## config.mk

```make
export PLATFORM = sky130hd
export DESIGN_NAME = lane_ctrl
export DESIGN_NICKNAME = d
export VERILOG_FILES = /design/src/rtl/lane_pkg.sv /design/src/rtl/lane_scroller.sv /design/src/rtl/lane_ctrl.sv
export SDC_FILE = /design/constraint.sdc
export NUM_CORES = 1
export LEC_CHECK = 0
export CAP_MARGIN = 15
export CELL_PAD_IN_SITES_DETAIL_PLACEMENT = 1
export CELL_PAD_IN_SITES_GLOBAL_PLACEMENT = 2
export CORE_MARGIN = 2
export CORE_UTILIZATION = 25
export DETAILED_ROUTE_END_ITERATION = 8
export DONT_BUFFER_PORTS = 1
export PLACE_DENSITY = 0.53
export SYNTH_ARGS = -nofsm -noshare
export SYNTH_HDL_FRONTEND = slang
export SYNTH_SLANG_ARGS = --single-unit
```

## constraint.sdc

```tcl
create_clock -name i_Clk -period 3.95 [get_ports i_Clk]
set_input_delay 0.5925 -clock i_Clk [delete_from_list [all_inputs] [get_ports i_Clk]]
set_output_delay 0.5925 -clock i_Clk [all_outputs]
set_load 0.05 [all_outputs]
```

## src/rtl/lane_pkg.sv

```systemverilog
// Shared constants for the lane controller.
// Holds the tile codes, the row map of the 20x15 grid, and the pattern, direction
// and period of each of the 12 moving lanes.
// Lane index mapping: water rows 1..5 -> lanes 0..4, road rows 7..13 -> lanes 5..11.
// Helper functions:
//   lane_idx   - row to lane index
//   cell_code  - per-lane occupancy to tile code
//   eff_period - score-adjusted lane period
package lane_pkg;

  localparam logic [3:0] TILE_GRASS = 4'd0;
  localparam logic [3:0] TILE_ROAD  = 4'd1;
  localparam logic [3:0] TILE_WATER = 4'd2;
  localparam logic [3:0] TILE_LOG   = 4'd3;
  localparam logic [3:0] TILE_GOAL  = 4'd4;
  localparam logic [3:0] TILE_CAR   = 4'd5;

  localparam logic [5:0] ROW_GOAL        = 6'd0;
  localparam logic [5:0] ROW_WATER_FIRST = 6'd1;
  localparam logic [5:0] ROW_WATER_LAST  = 6'd5;
  localparam logic [5:0] ROW_MEDIAN      = 6'd6;
  localparam logic [5:0] ROW_ROAD_FIRST  = 6'd7;
  localparam logic [5:0] ROW_ROAD_LAST   = 6'd13;
  localparam logic [5:0] ROW_START       = 6'd14;

  localparam int unsigned NUM_LANES = 12;
  localparam int unsigned LANE_W    = 20;

  // Bit i of a pattern is the occupancy of column i at offset 0.
  localparam logic [19:0] LANE_PATTERN [NUM_LANES] = '{
    20'h0F0F0, 20'h000FF, 20'hE38E3, 20'h3C3C3, 20'h1F01F,
    20'h11111, 20'h0C30C, 20'h00003, 20'h60606, 20'h08421, 20'h30030, 20'h81818
  };

  // 0 = scroll left (offset increments), 1 = scroll right (offset decrements).
  localparam logic LANE_DIR [NUM_LANES] = '{
    1'b0, 1'b1, 1'b0, 1'b1, 1'b0,
    1'b0, 1'b1, 1'b0, 1'b1, 1'b0, 1'b1, 1'b0
  };

  // Base ticks per one-column shift, 1..4.
  localparam logic [2:0] LANE_PERIOD [NUM_LANES] = '{
    3'd2, 3'd3, 3'd1, 3'd2, 3'd4,
    3'd1, 3'd2, 3'd3, 3'd1, 3'd4, 3'd3, 3'd2
  };

  function automatic logic [2:0] eff_period(input logic [2:0] base, input logic [2:0] dec);
    return (base > dec) ? 3'(base - dec) : 3'd1;
  endfunction

  // Only meaningful for water and road rows.
  function automatic logic [3:0] lane_idx(input logic [5:0] row);
    return 4'((row <= ROW_WATER_LAST) ? row - ROW_WATER_FIRST : row - 6'd2);
  endfunction

  // occ holds each lane's occupancy for the column of interest; valid is the
  // in-grid check for that row/column pair.
  function automatic logic [3:0] cell_code(input logic valid, input logic [5:0] row,
                                           input logic [NUM_LANES-1:0] occ);
    logic [3:0] code;
    code = TILE_GRASS;
    if (valid) begin
      if (row == ROW_GOAL) begin
        code = TILE_GOAL;
      end else if (row >= ROW_WATER_FIRST && row <= ROW_WATER_LAST) begin
        code = occ[lane_idx(row)] ? TILE_LOG : TILE_WATER;
      end else if (row >= ROW_ROAD_FIRST && row <= ROW_ROAD_LAST) begin
        code = occ[lane_idx(row)] ? TILE_CAR : TILE_ROAD;
      end
    end
    return code;
  endfunction

endpackage

```

## src/rtl/lane_scroller.sv

```systemverilog
// One scrolling lane: a period counter and a column offset register.
// Provides combinational occupancy lookups for two columns (scan and frog).
// Ports:
//   clk_i, rst_ni            clock, async active-low reset
//   tick_i                   base scroll tick (1 cycle)
//   period_i                 effective period in base ticks (>= 1)
//   scan_col_i, frog_col_i   columns to look up
//   scan_occ_o, frog_occ_o   pattern[(col + offset) mod Width]
//   shift_o                  high in the cycle whose edge shifts the offset
module lane_scroller
  import lane_pkg::*;
#(
  parameter int unsigned      Width   = LANE_W,
  parameter logic [Width-1:0] Pattern = '0,
  parameter logic             Dir     = 1'b0
) (
  input  logic       clk_i,
  input  logic       rst_ni,
  input  logic       tick_i,
  input  logic [2:0] period_i,
  input  logic [4:0] scan_col_i,
  input  logic [4:0] frog_col_i,
  output logic       scan_occ_o,
  output logic       frog_occ_o,
  output logic       shift_o
);

  logic [2:0] cnt_q, cnt_d;
  logic [4:0] off_q, off_d;

  function automatic logic lookup(input logic [4:0] col, input logic [4:0] off);
    logic [5:0] sum;
    sum = {1'b0, col} + {1'b0, off};
    if (sum >= 6'(Width)) begin
      sum = sum - 6'(Width);
    end
    // Out-of-grid columns are masked by the caller; keep the index in range anyway.
    return (sum < 6'(Width)) ? Pattern[sum[4:0]] : 1'b0;
  endfunction

  always_comb begin
    cnt_d   = cnt_q;
    off_d   = off_q;
    shift_o = 1'b0;
    if (tick_i) begin
      // >= so a period that drops under the running count still shifts promptly.
      if ({1'b0, cnt_q} + 4'd1 >= {1'b0, period_i}) begin
        cnt_d   = '0;
        shift_o = 1'b1;
        if (Dir) begin
          off_d = (off_q == 5'd0) ? 5'(Width - 1) : off_q - 5'd1;
        end else begin
          off_d = (off_q == 5'(Width - 1)) ? 5'd0 : off_q + 5'd1;
        end
      end else begin
        cnt_d = cnt_q + 3'd1;
      end
    end
  end

  always_ff @(posedge clk_i or negedge rst_ni) begin
    if (!rst_ni) begin
      cnt_q <= '0;
      off_q <= '0;
    end else begin
      cnt_q <= cnt_d;
      off_q <= off_d;
    end
  end

  assign scan_occ_o = lookup(scan_col_i, off_q);
  assign frog_occ_o = lookup(frog_col_i, off_q);

endmodule

```

## src/rtl/lane_ctrl.sv

```systemverilog
// Lane controller: owns the scrolling car/log lanes and answers tile-code queries.
// Optional feature macro: LANE_SPEEDUP_EN shortens each lane period by i_Score[6:4]
// (floor 1); without it i_Score is ignored.
// Ports:
//   i_Clk, i_Rst_n                     clock, async active-low reset
//   i_Frogger_X/Y                      frog position
//   i_Col/Row_Count_Div                scanned tile
//   i_Score                            score (speed-up only)
//   i_Pause                            freezes scrolling
//   o_Bitmap_Data                      tile code of scanned tile, 1-cycle latency
//   o_Collided                         1-cycle hazard pulse
//   o_On_Log                           frog on a log tile
//   o_Log_Shift/o_Log_Dir              frog's log lane scrolled, and which way
module lane_ctrl
  import lane_pkg::*;
#(
  parameter int unsigned c_TICK_DIV    = 2500000,
  parameter int unsigned c_GAME_WIDTH  = 20,
  parameter int unsigned c_GAME_HEIGHT = 15
) (
  input  logic       i_Clk,
  input  logic       i_Rst_n,
  input  logic [5:0] i_Frogger_X,
  input  logic [5:0] i_Frogger_Y,
  input  logic [5:0] i_Col_Count_Div,
  input  logic [5:0] i_Row_Count_Div,
  input  logic [6:0] i_Score,
  input  logic       i_Pause,
  output logic [3:0] o_Bitmap_Data,
  output logic       o_Collided,
  output logic       o_On_Log,
  output logic       o_Log_Shift,
  output logic       o_Log_Dir
);

  localparam int unsigned TickW = (c_TICK_DIV > 1) ? $clog2(c_TICK_DIV) : 1;

  logic [TickW-1:0] presc_q, presc_d;
  logic             base_tick;

  always_comb begin
    presc_d   = presc_q;
    base_tick = 1'b0;
    if (!i_Pause) begin
      if (presc_q == TickW'(c_TICK_DIV - 1)) begin
        presc_d   = '0;
        base_tick = 1'b1;
      end else begin
        presc_d = presc_q + TickW'(1);
      end
    end
  end

  logic [2:0] score_dec;
`ifdef LANE_SPEEDUP_EN
  assign score_dec = i_Score[6:4];
`else
  logic unused_score;
  assign unused_score = ^i_Score;
  assign score_dec    = 3'd0;
`endif

  logic [NUM_LANES-1:0] scan_occ, frog_occ, lane_shift;

  for (genvar l = 0; l < NUM_LANES; l++) begin : g_lane
    lane_scroller #(
      .Width  (c_GAME_WIDTH),
      .Pattern(LANE_PATTERN[l]),
      .Dir    (LANE_DIR[l])
    ) u_lane (
      .clk_i     (i_Clk),
      .rst_ni    (i_Rst_n),
      .tick_i    (base_tick),
      .period_i  (eff_period(LANE_PERIOD[l], score_dec)),
      .scan_col_i(i_Col_Count_Div[4:0]),
      .frog_col_i(i_Frogger_X[4:0]),
      .scan_occ_o(scan_occ[l]),
      .frog_occ_o(frog_occ[l]),
      .shift_o   (lane_shift[l])
    );
  end

  logic       scan_valid, frog_valid;
  logic       frog_in_water, frog_lane_shift;
  logic [3:0] frog_lane, frog_code;

  assign scan_valid = (i_Col_Count_Div < 6'(c_GAME_WIDTH)) &&
                      (i_Row_Count_Div < 6'(c_GAME_HEIGHT));
  assign frog_valid = (i_Frogger_X < 6'(c_GAME_WIDTH)) && (i_Frogger_Y < 6'(c_GAME_HEIGHT));
  assign frog_in_water = (i_Frogger_Y >= ROW_WATER_FIRST) && (i_Frogger_Y <= ROW_WATER_LAST);
  assign frog_lane     = lane_idx(i_Frogger_Y);
  assign frog_lane_shift = frog_in_water && lane_shift[frog_lane];

  logic [3:0] bitmap_q, bitmap_d;
  logic       hazard_q, hazard_d;
  logic       collided_q, collided_d;
  logic       on_log_q, on_log_d;
  logic       log_shift_q, log_shift_d;
  logic       log_dir_q, log_dir_d;

  always_comb begin
    bitmap_d    = cell_code(scan_valid, i_Row_Count_Div, scan_occ);
    frog_code   = cell_code(frog_valid, i_Frogger_Y, frog_occ);
    hazard_d    = (frog_code == TILE_CAR) || (frog_code == TILE_WATER);
    collided_d  = hazard_d && !hazard_q;
    on_log_d    = (frog_code == TILE_LOG);
    // on_log_q is pre-shift: the frog was riding this log when its lane moved.
    log_shift_d = frog_lane_shift && on_log_q;
    log_dir_d   = log_shift_d ? LANE_DIR[frog_lane] : log_dir_q;
  end

  always_ff @(posedge i_Clk or negedge i_Rst_n) begin
    if (!i_Rst_n) begin
      presc_q     <= '0;
      bitmap_q    <= '0;
      hazard_q    <= 1'b0;
      collided_q  <= 1'b0;
      on_log_q    <= 1'b0;
      log_shift_q <= 1'b0;
      log_dir_q   <= 1'b0;
    end else begin
      presc_q     <= presc_d;
      bitmap_q    <= bitmap_d;
      hazard_q    <= hazard_d;
      collided_q  <= collided_d;
      on_log_q    <= on_log_d;
      log_shift_q <= log_shift_d;
      log_dir_q   <= log_dir_d;
    end
  end

  assign o_Bitmap_Data = bitmap_q;
  assign o_Collided    = collided_q;
  assign o_On_Log      = on_log_q;
  assign o_Log_Shift   = log_shift_q;
  assign o_Log_Dir     = log_dir_q;

endmodule

```

Word level (Yosys, flattened, before mapping)
Memory sizes are Yosys's and may differ from the RTL's. A register that Yosys moved wholly into a read port is not among the register bits.
Cells that the tools add are included.
W data, S select, Z words.
Word-level totals
  memory bits (read-only): 784
  output and inout bits: 8
  register bits: 126
  memories: 25
  word-level logic and storage cells: 428
Operators by class
  bitwise logic cells: 1
  $add $sub $neg: 89
  $lt $le $gt $ge: 98
  mux-type cells: 143
  equal/unequal tests: 11
  reduce and logical (&&, ||, !) cells: 31
Memory list
  (no name shown): depth 32, width 1, rd ports 1, clocked after Yosys merged registers in 0, write ports 0, line lane_scroller.sv:38  | return (sum < 6'(Width)) ? Pattern[sum[4:0]] : 1'b0;
  (no name shown): depth 32, width 1, rd ports 1, clocked after Yosys merged registers in 0, write ports 0, line lane_scroller.sv:38
  (no name shown): depth 32, width 1, rd ports 1, clocked after Yosys merged registers in 0, write ports 0, line lane_scroller.sv:38
  (no name shown): depth 32, width 1, rd ports 1, clocked after Yosys merged registers in 0, write ports 0, line lane_scroller.sv:38
  (no name shown): depth 32, width 1, rd ports 1, clocked after Yosys merged registers in 0, write ports 0, line lane_scroller.sv:38
  (no name shown): depth 32, width 1, rd ports 1, clocked after Yosys merged registers in 0, write ports 0, line lane_scroller.sv:38
  +19 memories
Operators with widths (number)
  $lt A6 B5 Y1 const B: 26
  $add A5 B5 Y6: 24
  $ge A6 B5 Y1 const B: 24
  $lt A5 B6 Y1 const B: 24
  $mux W6: 24
  $sub A6 B5 Y6 const B: 24
  $mux W1: 79
  $mux W5: 12
  $add A3 B1 Y4 const B: 12
  $mux W3: 14
  $mux W4: 10
  $add A3 B1 Y3 const B: 12
  $add A5 B1 Y5 const B: 7
  $eq A5 B5 Y1 const B: 7
  $ge A4 B2 Y1 const B: 7
  $logic_not A5 Y1: 5
  $sub A5 B1 Y5 const B: 5
  $reduce_and A2 Y1: 12
  $add A22 B1 Y22 const B: 1
  $eq A22 B22 Y1 const B: 1
  $mux W22: 1
  $bmux W1 S4: 3
  $ge A4 B1 Y1 const B: 3
  $ge A6 B1 Y1 const B: 2
  15 further kinds: 34

Logic depth before layout (Yosys ltp)
Gate-level depths: netlist of run 1.
  depth after elaboration: 16
  depth in mapped cells: 17
  depth with buffers taken out: 17

Hierarchy
Synthesis of run 1 repeated with hierarchy kept, for this count alone.
Unflattened totals
  cell total of the unflattened synthesis: 1988
  area, all modules: 16618.4 µm²
Modules (own cells, without submodules)
  lane_ctrl: area an instance 2538.7 µm², sequential area each 750.7 µm², cells an instance 271, times used 1
  lane_scroller at g_lane[2].u_lane: area an instance 1397.6 µm², sequential area each 200.2 µm², cells an instance 176, times used 1
  lane_scroller at g_lane[4].u_lane: area an instance 1307.5 µm², sequential area each 200.2 µm², cells an instance 164, times used 1
  lane_scroller at g_lane[9].u_lane: area an instance 1306.3 µm², sequential area each 200.2 µm², cells an instance 165, times used 1
  lane_scroller at g_lane[3].u_lane: area an instance 1203.7 µm², sequential area each 200.2 µm², cells an instance 150, times used 1
  lane_scroller at g_lane[8].u_lane: area an instance 1191.1 µm², sequential area each 200.2 µm², cells an instance 150, times used 1
  lane_scroller at g_lane[10].u_lane: area an instance 1182.4 µm², sequential area each 200.2 µm², cells an instance 152, times used 1
  lane_scroller at g_lane[11].u_lane: area an instance 1153.6 µm², sequential area each 200.2 µm², cells an instance 141, times used 1
  lane_scroller at g_lane[6].u_lane: area an instance 1152.4 µm², sequential area each 200.2 µm², cells an instance 139, times used 1
  lane_scroller at g_lane[5].u_lane: area an instance 1059.8 µm², sequential area each 200.2 µm², cells an instance 127, times used 1
  lane_scroller at g_lane[0].u_lane: area an instance 1053.5 µm², sequential area each 200.2 µm², cells an instance 119, times used 1
  lane_scroller at g_lane[1].u_lane: area an instance 1039.7 µm², sequential area each 200.2 µm², cells an instance 116, times used 1
  lane_scroller at g_lane[7].u_lane: area an instance 1032.2 µm², sequential area each 200.2 µm², cells an instance 118, times used 1

Worst setup path after synthesis of run 1
OpenSTA, ideal clock, no wires.
  kind: input-to-reg
  start: input port i_Frogger_X[0]
  end: register hazard_q
  required time: 3.825 ns
  arrival time: 4.107 ns
  slack: -0.282 ns
  stages on the path: 14
  cells stage by stage: ha_1 > fa_1 > xor2_1 > clkinv_1 > ha_1 > a22oi_1 > o32ai_4 > mux2i_1 > xnor2_1 > a211oi_1 > a2111o_1 > a311o_1 > o311a_2 > mux2_4
Between the ends
  cells in the longest elaborated chain, start to end: 15
Ends and longest elaborated chain
  from (decl): line lane_ctrl.sv:23  | input logic [5:0] i_Frogger_X,
  $add A5 B5 Y6: line lane_scroller.sv:33  | sum = {1'b0, col} + {1'b0, off};
  $sub A6 B5 Y6 / $ge A6 B5 Y1 (equally long branches): line lane_scroller.sv:35, lane_scroller.sv:34
  $mux W6: line lane_scroller.sv:34  | if (sum >= 6'(Width)) begin
  $mem_v2 Z32 W1
  $mux W1 (implied by the code): line lane_scroller.sv:38
  $mux W1: line lane_scroller.sv:38
  $bmux W1 S4: line lane_pkg.sv:66, lane_pkg.sv:68
  $mux W1 (implied by the code): line lane_pkg.sv:66, lane_pkg.sv:68
  $mux W3: line lane_pkg.sv:68  | code = occ[lane_idx(row)] ? TILE_CAR : TILE_ROAD;
  $mux W4: line lane_pkg.sv:67  | end else if (row >= ROW_ROAD_FIRST && row <= ROW_ROAD_LAST) begin
  $mux W4: line lane_pkg.sv:65  | end else if (row >= ROW_WATER_FIRST && row <= ROW_WATER_LAST) begin
  $mux W4: line lane_pkg.sv:63  | if (row == ROW_GOAL) begin
  $mux W4 *: line lane_pkg.sv:62  | if (valid) begin
  $eq A4 B3 Y1 / $eq A4 B2 Y1 (equally long branches): line lane_ctrl.sv:104  | hazard_d = (frog_code == TILE_CAR) || (frog_code == TILE_WATER);
  $logic_or A1 B1 Y1 *: line lane_ctrl.sv:104
  via hazard_d: line lane_ctrl.sv:95  | logic hazard_q, hazard_d;
  to (signal assigned): line lane_ctrl.sv:124  | hazard_q <= hazard_d;
  to (decl): line lane_ctrl.sv:95
Mark *: on every way through the listed nets, which the timed path passes. The rest lies on a longest branch. The select of a mux whose other input is x is not followed.
A chain may end at the register's enable or synchronous reset.

Worst setup path in the final report of run 1
  start: register g_lane[2].u_lane.off_q[1]
  end: register hazard_q
Between the ends
  cells in the longest elaborated chain, start to end: 15
Ends and longest elaborated chain
  from (decl): line lane_scroller.sv:29  | logic [4:0] off_q, off_d;
  from (signal assigned): line lane_scroller.sv:64  | off_q <= '0;
  from (signal assigned): line lane_scroller.sv:67  | off_q <= off_d;
  $add A5 B5 Y6 *: line lane_scroller.sv:33
  $sub A6 B5 Y6 / $ge A6 B5 Y1 (equally long branches): line lane_scroller.sv:35, lane_scroller.sv:34
  $mux W6 *: line lane_scroller.sv:34
  $mem_v2 Z32 W1
  $mux W1 (implied by the code): line lane_scroller.sv:38
  $mux W1 *: line lane_scroller.sv:38
  $bmux W1 S4 *: line lane_pkg.sv:66, lane_pkg.sv:68
  $mux W1 (implied by the code) *: line lane_pkg.sv:66, lane_pkg.sv:68
  $mux W3: line lane_pkg.sv:68
  $mux W4: line lane_pkg.sv:67
  $mux W4 *: line lane_pkg.sv:65
  $mux W4 *: line lane_pkg.sv:63
  $mux W4 *: line lane_pkg.sv:62
  $eq A4 B3 Y1 / $eq A4 B2 Y1 (equally long branches): line lane_ctrl.sv:104
  $logic_or A1 B1 Y1 *: line lane_ctrl.sv:104
  via hazard_d: line lane_ctrl.sv:95
Marked as above.

==> results of run 1 <==
==> stage by stage <==
step | setup TNS (ps) | hold WS (ps)
after floorplan | -69.9 | 297
after global placement | -543 | 302
after detailed placement | -781 | 301
after CTS | -79.8 | 125
after global routing | -523 | 154
final | -35.8 | 115
==> layout by cell type, fill, tap and decap left out, types with 25 or more instances in the layout <==
master	instances
inv_1	133
ha_1	211
nor2_1	124
a21oi_1	111
nand2b_1	27
buf_4	106
dfrtp_1	126
nor2b_1	25
mux2i_1	38
xnor2_1	83
xor2_1	52
nor3_1	52
a21o_1	66
o21ai_0	106
nand3_1	46
nand2_1	135
==> power by group through the flow <==
stage	registers (mW)	clock network [mW]	logic, mW
after global placement	1.39	0	1.05
after detailed placement	1.39	0	1.08
after floorplan	1.38	0	0.774
after CTS	1.37	1.85	1.12
final	1.37	1.76	1.11
after global routing	1.38	1.88	1.27
==> routing by layer <==
layer,vias to the layer above,share of wire,global-route usage
met4,0,0.019,0.0513
met2,84,0.48,0.274
met5,-,0,0
met1,6270,0.47,0.206
met3,39,0.028,0.0261
li1,6434,-,-
==> logic make-up (layout without fill, tap and decap cells) <==
kind of cell / count (synthesis) / in the layout
other: 1 / 1
and+or+nand+nor: 527 / 527
adders and majority gates: 240 / 240
xor gates and xnor gates: 140 / 140
muxes: 62 / 62
AOI/OAI and AO/OA: 471 / 471
DFF: 126 / 126
buffers and inverters: 159 / 275
==> timing repair <==
item | CTS | global route
hold endpoints to repair | 126 | 0
setup endpoints to repair | 3 | 5
gates resized for setup | 2 | 11
pin swaps | 8 | 6
buffers inserted | 2 | 2
hold buffers | 1 | 0
==> path summary, 6_finish.rpt <==
path | from | to | slack (ps) | depth (start not counted)
max in group asynchronous | i_Rst_n | presc_q[11] | 3290 | 1
max | g_lane[2].u_lane.off_q[1] | hazard_q | -30 | 16
min | i_Rst_n | g_lane[8].u_lane.off_q[0] | 120 | 1
min in group i_Clk | i_Pause | presc_q[0] | 270 | 2
max reg2reg | g_lane[2].u_lane.off_q[1] | hazard_q | -30 | 16
min reg2reg | g_lane[11].u_lane.cnt_q[2] | g_lane[11].u_lane.cnt_q[2] | 480 | 2
==> state kept, by name (all words and copies together), names as in the netlist <==
| signal | cells |
|---|---|
| hazard_q | 1 |
| g_lane.u_lane.off_q | 60 |
| g_lane.u_lane.cnt_q | 36 |
| o_Log_Dir | 1 |
| presc_q | 22 |
| o_Log_Shift | 1 |
| o_On_Log | 1 |
| o_Bitmap_Data | 3 |
| o_Collided | 1 |
==> worst reg2reg max path, delay by kind of cell, from the launching register on <==
| family | cells | cell delay [ps] |
|---|---|---|
| XOR/XNOR | 2 | 350 |
| flip-flops | 1 | 410 |
| adder cells (fa/ha/maj) | 2 | 380 |
| buffers and inverters | 1 | 80 |
| AND/OR/NAND/NOR | 2 | 340 |
| multiplexers | 2 | 560 |
| AO/OA/AOI/OAI | 7 | 1760 |
==> layout make-up <==
class | instances | area, sq um | share of cell area
multi-input cells | 1441 | 10900 | 0.642
clock inverters | 13 | 178 | 0.0104
well taps | 765 | 957 | 0.0563
repair buffers | 108 | 843 | 0.0496
clock buffers | 19 | 443 | 0.0260
flip-flops and latches | 126 | 3150 | 0.185
inverters | 135 | 508 | 0.0299
==> metrics.csv, run 1 <==
stage,metric,value,unit
run_status,outcome,"finished, violations left",
run_status,failing checks,setup timing,
clock_tree,CTS Buf Count,17,
sta,Clock Skews,18.6,ps
placed_design,area post-placement,16300,sq um
placed_design,HPWL after DPL,34800,um
critical_path,Crit path max-delay family,compound AO/OA/AOI/OAI gates,
power,Sw Ratio,0.328,
clock_tree,CTS H-Tree Depth,4,
critical_path,Worst Path Arrival,4350,ps
synth,Area contributors post-synth,"dfrtp_1, ha_1, xnor2_1",
global_routing,vias in the first global route,13556,
placed_design,dpl cells,2570,
global_routing,GRT Total Usage,0.161,
synth,"EDFF count, synth",0,
power,PwrDens,249,nW/um^2
floorplan,core footprint,57600,sq um
clock_tree,CTS sink cnt,126,
floorplan,Die W,245,um
critical_path,CP max stage delay,470,ps
synth,most common cell in the synthesized netlist,ha_1,
global_routing,initial antenna violation count,0,
final_layout,Final Instance Area,17000,sq um
synth,Synth Area in Simple Gates,0.181,
drt,DR WL/cell,17.7,um
clock_tree,Skew-Pair Late Insertion Delay,490,ps
power,Seq pwr share,0.323,
power,NetSw,1.39,mW
floorplan,initial core utilization,0.253,
floorplan,DIE HEIGHT,245,um
sta,crit path time final,3980,ps
drt,Vias,12827,
final_layout,layout cells sized above 1,0.116,
synth,cell area after synthesis,14600,sq um
power,Leak Pwr,7.99,nW
synth,Post-synth top cells,"ha_1, nand2_1, inv_1",
final_layout,Nets,2103,
power,worst vdd rail ir drop,321,uV
final_layout,fillers,6798,
power,combinational group share of total power,0.262,
critical_path,crit-path cells,ha_4 > a211oi_4 > nor2_2 > xor2_2 > inv_2 > ha_4 > or3b_4 > a22oi_2 > o32ai_4 > mux2i_1 > xnor2_1 > a211oi_1 > a2111o_1 > a311o_1 > o311a_4 > mux2_4,
final_layout,post-layout util,0.295,
drt,DR pass1 iterations,4,
placed_design,gpl congestion,0.765,
synth,syn_nets,2000,
global_routing,pin count of the biggest net entering global routing,127,
drt,DRC Markers,0,
sta,"Hold Vio Cnt, Final",0,
final_layout,final cell count without fillers,2607,
final_layout,Layout area overhead,16.9,%
sta,Max Clock Freq,0.251,GHz
power,Pint,2.85,mW
clock_tree,clock transition at the registers of the reported paths,70,ps
synth,mean cell area of the mapped netlist,8.43,sq um
clock_tree,clock root cell,clkbuf_16,
synth,post-synth cell types,84,
clock_tree,CTS tree,done,
drt,final WL,46200,um
synth,largest family of logic cells by synthesized area,adder cells,
critical_path,"most used cell, CP",ha_4,
critical_path,CP Max Fanout,4,
drt,routed vias/inst,4.92,
synth,commonest register cell after synthesis,dfrtp_1,
sta,Max Slew Vio Count,0,
critical_path,type of element launching the critical path,register,
floorplan,# IOs,42,
hold_path,Tightest Hold Check Type,input pin to asynchronous set/reset pin,
sta,final period utilization,1.01,
drt,DR iter-0 viols,439,
global_routing,first-pass GRT wire length,74700,um
critical_path,Worst Setup End Kind,register,
synth,"flops & latches, synth",126,
synth,multiplexer area fraction after synthesis,0.0457,
synth,Syn Inst Count,1726,
critical_path,Critical Path RT,4320,ps
sta,RSZ-0062 raised after global routing,true,
power,total power,4.24,mW
synth,Yosys top cell area share,0.217,
floorplan,die area,60100,sq um
synth,Synth area leader,dfrtp_1,
sta,final worst slack,-30.0,ps
clock_tree,Bufs on Longest Clock Path,2,
drt,Antenna Nets Post-Route,0,
global_routing,GRT Residual Overflow,0,
synth,yosys warns,0,
synth,part of the Yosys area used for sequential elements,0.217,
critical_path,WS Path Type,register to register,
placed_design,pre-CTS WS,-298,ps
synth,Synth Area in Compound Gates,0.211,
critical_path,Critical-path top delay cell,a2111o_1,
synth,async set-reset flop share out of synthesis,1.00,
sta,Slew HR,0.295,
synth,post-synthesis xor/xnor area fraction,0.0843,
synth,Post-Synth Adder-Cell Area,0.219,
job,Max-Cap Viols,0,
floorplan,Row Count,88,
sta,Final setup viols,2,
sta,Worst-Margin Slew,1050,ps
final_layout,n_diodes,0,
placed_design,I/O Buffers,0,
power,power share of the clock group,0.416,
critical_path,WP buf/inv,1,
Note: power is estimated with default switching activity, not from simulation.
==> run 2: changes to the inputs <==
- CORE_MARGIN: 2 -> 10
==> metrics.csv, run 2 (synthesis gave the netlist of run 1 again) <==
stage,metric,value,unit,change
run_status,outcome,"finished, violations left",,
run_status,failing checks,hold timing,,
critical_path,Critical-path top delay cell,a2111o_1,,
floorplan,core footprint,57700,sq um,+0.19%
sta,RSZ-0062 raised after global routing,true,,
sta,Max Clock Freq,0.255,GHz,+1.4%
sta,Max Slew Vio Count,0,,unchanged
power,combinational group share of total power,0.269,,+0.007
final_layout,post-layout util,0.295,,-0.000889
sta,TNS Setup,0,ps,+35.8 ps
floorplan,DIE HEIGHT,261,um,+6.5%
final_layout,area of the multi-input gates,10900,sq um,-0.15%
power,worst vdd rail ir drop,336,uV,+4.7%
critical_path,depth of the worst register-to-register path,16,,unchanged
critical_path,Crit path max-delay family,compound AO/OA/AOI/OAI gates,,
critical_path,CP Max Fanout,4,,unchanged
clock_tree,CTS Buf Count,17,,unchanged
final_layout,Layout area overhead,16.8,%,
final_layout,Biggest register,g_lane.u_lane.off_q,,
global_routing,pin count of the biggest net entering global routing,127,,unchanged
sta,Worst-Margin Slew,963,ps,-83.3 ps
placed_design,gpl congestion,0.775,,+1.3%
drt,Vias,12851,,+0.19%
final_layout,largest registers,"g_lane.u_lane.off_q: 60 flops, g_lane.u_lane.cnt_q: 36 flops, presc_q: 22 flops",,
power,power share of the clock group,0.400,,-0.016
clock_tree,CTS tree,done,,
global_routing,GRT Residual Overflow,0,,unchanged
final_layout,fillers,6833,,+0.51%
drt,DR iter-0 viols,441,,+0.46%
power,Sw Ratio,0.333,,+0.00514
global_routing,GRT Total Usage,0.141,,-0.0200
power,PwrDens,244,nW/um^2,-2.3%
drt,DR pass1 iterations,4,,unchanged
floorplan,initial core utilization,0.252,,-0.000482
critical_path,Reg2Reg Setup Slack,20,ps,+50 ps
clock_tree,CTS H-Tree Depth,4,,unchanged
job,Max-Cap Viols,0,,unchanged
placed_design,dpl cells,2570,,unchanged
drt,final WL,46400,um,+0.32%
power,Leak Pwr,7.98,nW,about the same
critical_path,Critical Path RT,4320,ps,about the same
clock_tree,Skew-Pair Late Insertion Delay,480,ps,about the same
clock_tree,clock transition at the registers of the reported paths,70,ps,about the same
final_layout,number of flip-flops in the largest register,60,,unchanged
critical_path,Stages on worst setup path,16,,unchanged
sta,final period utilization,0.994,,-0.0135
clock_tree,Bufs on Longest Clock Path,2,,unchanged
critical_path,type of element launching the critical path,register,,
critical_path,WS Path Type,register to register,,
critical_path,WP buf/inv,1,,unchanged
power,Pint,2.76,mW,-3.1%
final_layout,"commonest non-fill, non-tap cell in the layout",ha_1,,
floorplan,Row Count,88,,unchanged
power,NetSw,1.38,mW,-0.87%
placed_design,pre-CTS WS,-351,ps,-53.4 ps
sta,Hold WS,-9.87,ps,-125 ps
critical_path,crit-path cells,ha_4 > a211oi_4 > nor2_2 > xor2_1 > inv_1 > ha_2 > or3b_4 > a22oi_2 > o32ai_4 > mux2i_1 > xnor2_1 > a211oi_1 > a2111o_1 > a311o_1 > o311a_4 > mux2_4,,
final_layout,layout cells sized above 1,0.118,,+0.00198
floorplan,die area,68300,sq um,+13%
drt,DR WL/cell,17.8,um,+0.17%
global_routing,first-pass GRT wire length,75000,um,+0.42%
sta,Slew HR,0.358,,+0.0629
power,Seq pwr share,0.331,,+0.008
critical_path,Worst Path Arrival,4300,ps,-50 ps
floorplan,Die W,261,um,+6.5%
final_layout,final cell count without fillers,2611,,+0.15%
final_layout,Nets,2106,,+0.14%
critical_path,Setup crit end,hazard_q,,
drt,Antenna Nets Post-Route,0,,unchanged
critical_path,CP Launch Point,g_lane[2].u_lane.off_q[1],,
placed_design,area post-placement,16300,sq um,unchanged
drt,routed vias/inst,4.92,,about the same
final_layout,"commonest non-fill, non-tap cells in the layout","ha_1, nand2_1, inv_1",,
drt,DRC Markers,0,,unchanged
placed_design,I/O Buffers,0,,unchanged
clock_tree,CTS sink cnt,126,,unchanged
sta,"Hold Vio Cnt, Final",7,,+7
critical_path,CP max stage delay,460,ps,about the same
critical_path,Worst R2R Start,g_lane[2].u_lane.off_q[1],,
floorplan,# IOs,42,,unchanged
critical_path,Worst R2R End,hazard_q,,
global_routing,initial antenna violation count,0,,unchanged
power,total power,4.14,mW,-2.4%
sta,Final setup viols,0,,-2
sta,Clock Skews,13.1,ps,-5.48 ps
final_layout,Final Instance Area,17000,sq um,-0.11%
critical_path,Worst Setup End Kind,register,,
hold_path,Tightest Hold Check Type,input pin to asynchronous set/reset pin,,
global_routing,vias in the first global route,13636,,+0.59%
clock_tree,clock root cell,clkbuf_16,,
final_layout,Sequential Area,3150,sq um,about the same
sta,final worst slack,23.4,ps,+53.5 ps
placed_design,HPWL after DPL,35000,um,+0.52%
sta,crit path time final,3930,ps,-53.5 ps
==> run 2: changes by cell type in the layout (fill, tap and decap cells not counted), moves of 2 or more <==
cell / before / now
clkbuf_8: 1 / 3
buf_4: 106 / 109
bufinv_16: 3 / 1
clkinvlp_4: 2 / 0
==> run 2: per-layer routing <==
layer  track usage  vias to the layer above  part of all wire
li1              -                     6444                 -
met1         0.178                     6326              0.48
met2         0.244                       57              0.49
met3        0.0242                       24             0.022
met4        0.0345                        0             0.010
met5             0                        -                 0
==> run 2: cell type report <==
| type | instances | share of cell area |
|---|---|---|
| antenna | 1 | 0.000147 |
| clock buffer | 20 | 0.0275 |
| clock inverter | 12 | 0.00736 |
| inverter | 135 | 0.0299 |
| multi-input combinational | 1441 | 0.642 |
| sequential | 126 | 0.186 |
| tap | 765 | 0.0563 |
| timing repair buffer | 111 | 0.0510 |
==> run 2: timing repair <==
item / 4_1_cts / 5_1_grt
gates resized for setup: 3 / 8
hold endpoints to repair: 126 / 0
hold buffers: 1 / 0
setup buffers: 6 / 1
endpoints found under the setup margin: 3 / 5
pin swaps: 11 / 1
==> run 2: how the worst min path moves through the flow <==
stage               startpoint                        end  slack, ps  cells past startpoint
CTS                    i_Rst_n  g_lane[9].u_lane.off_q[4]        110                      1
floorplan              i_Rst_n  g_lane[0].u_lane.cnt_q[0]        300                      0
global route           i_Rst_n           o_Bitmap_Data[1]        140                      1
finish                 i_Rst_n  g_lane[9].u_lane.off_q[4]        -10                      1
detailed placement     i_Rst_n  g_lane[9].u_lane.off_q[4]        300                      0
global placement       i_Rst_n  g_lane[9].u_lane.off_q[3]        300                      0
==> run 2: power by group through the flow <==
stage	sequential (mW)	clock, mW	combinational (mW)
final	1.37	1.66	1.11
after detailed placement	1.39	0	1.08
after CTS	1.37	1.74	1.13
after global placement	1.39	0	1.05
after global routing	1.38	1.78	1.27
after floorplan	1.38	0	0.774
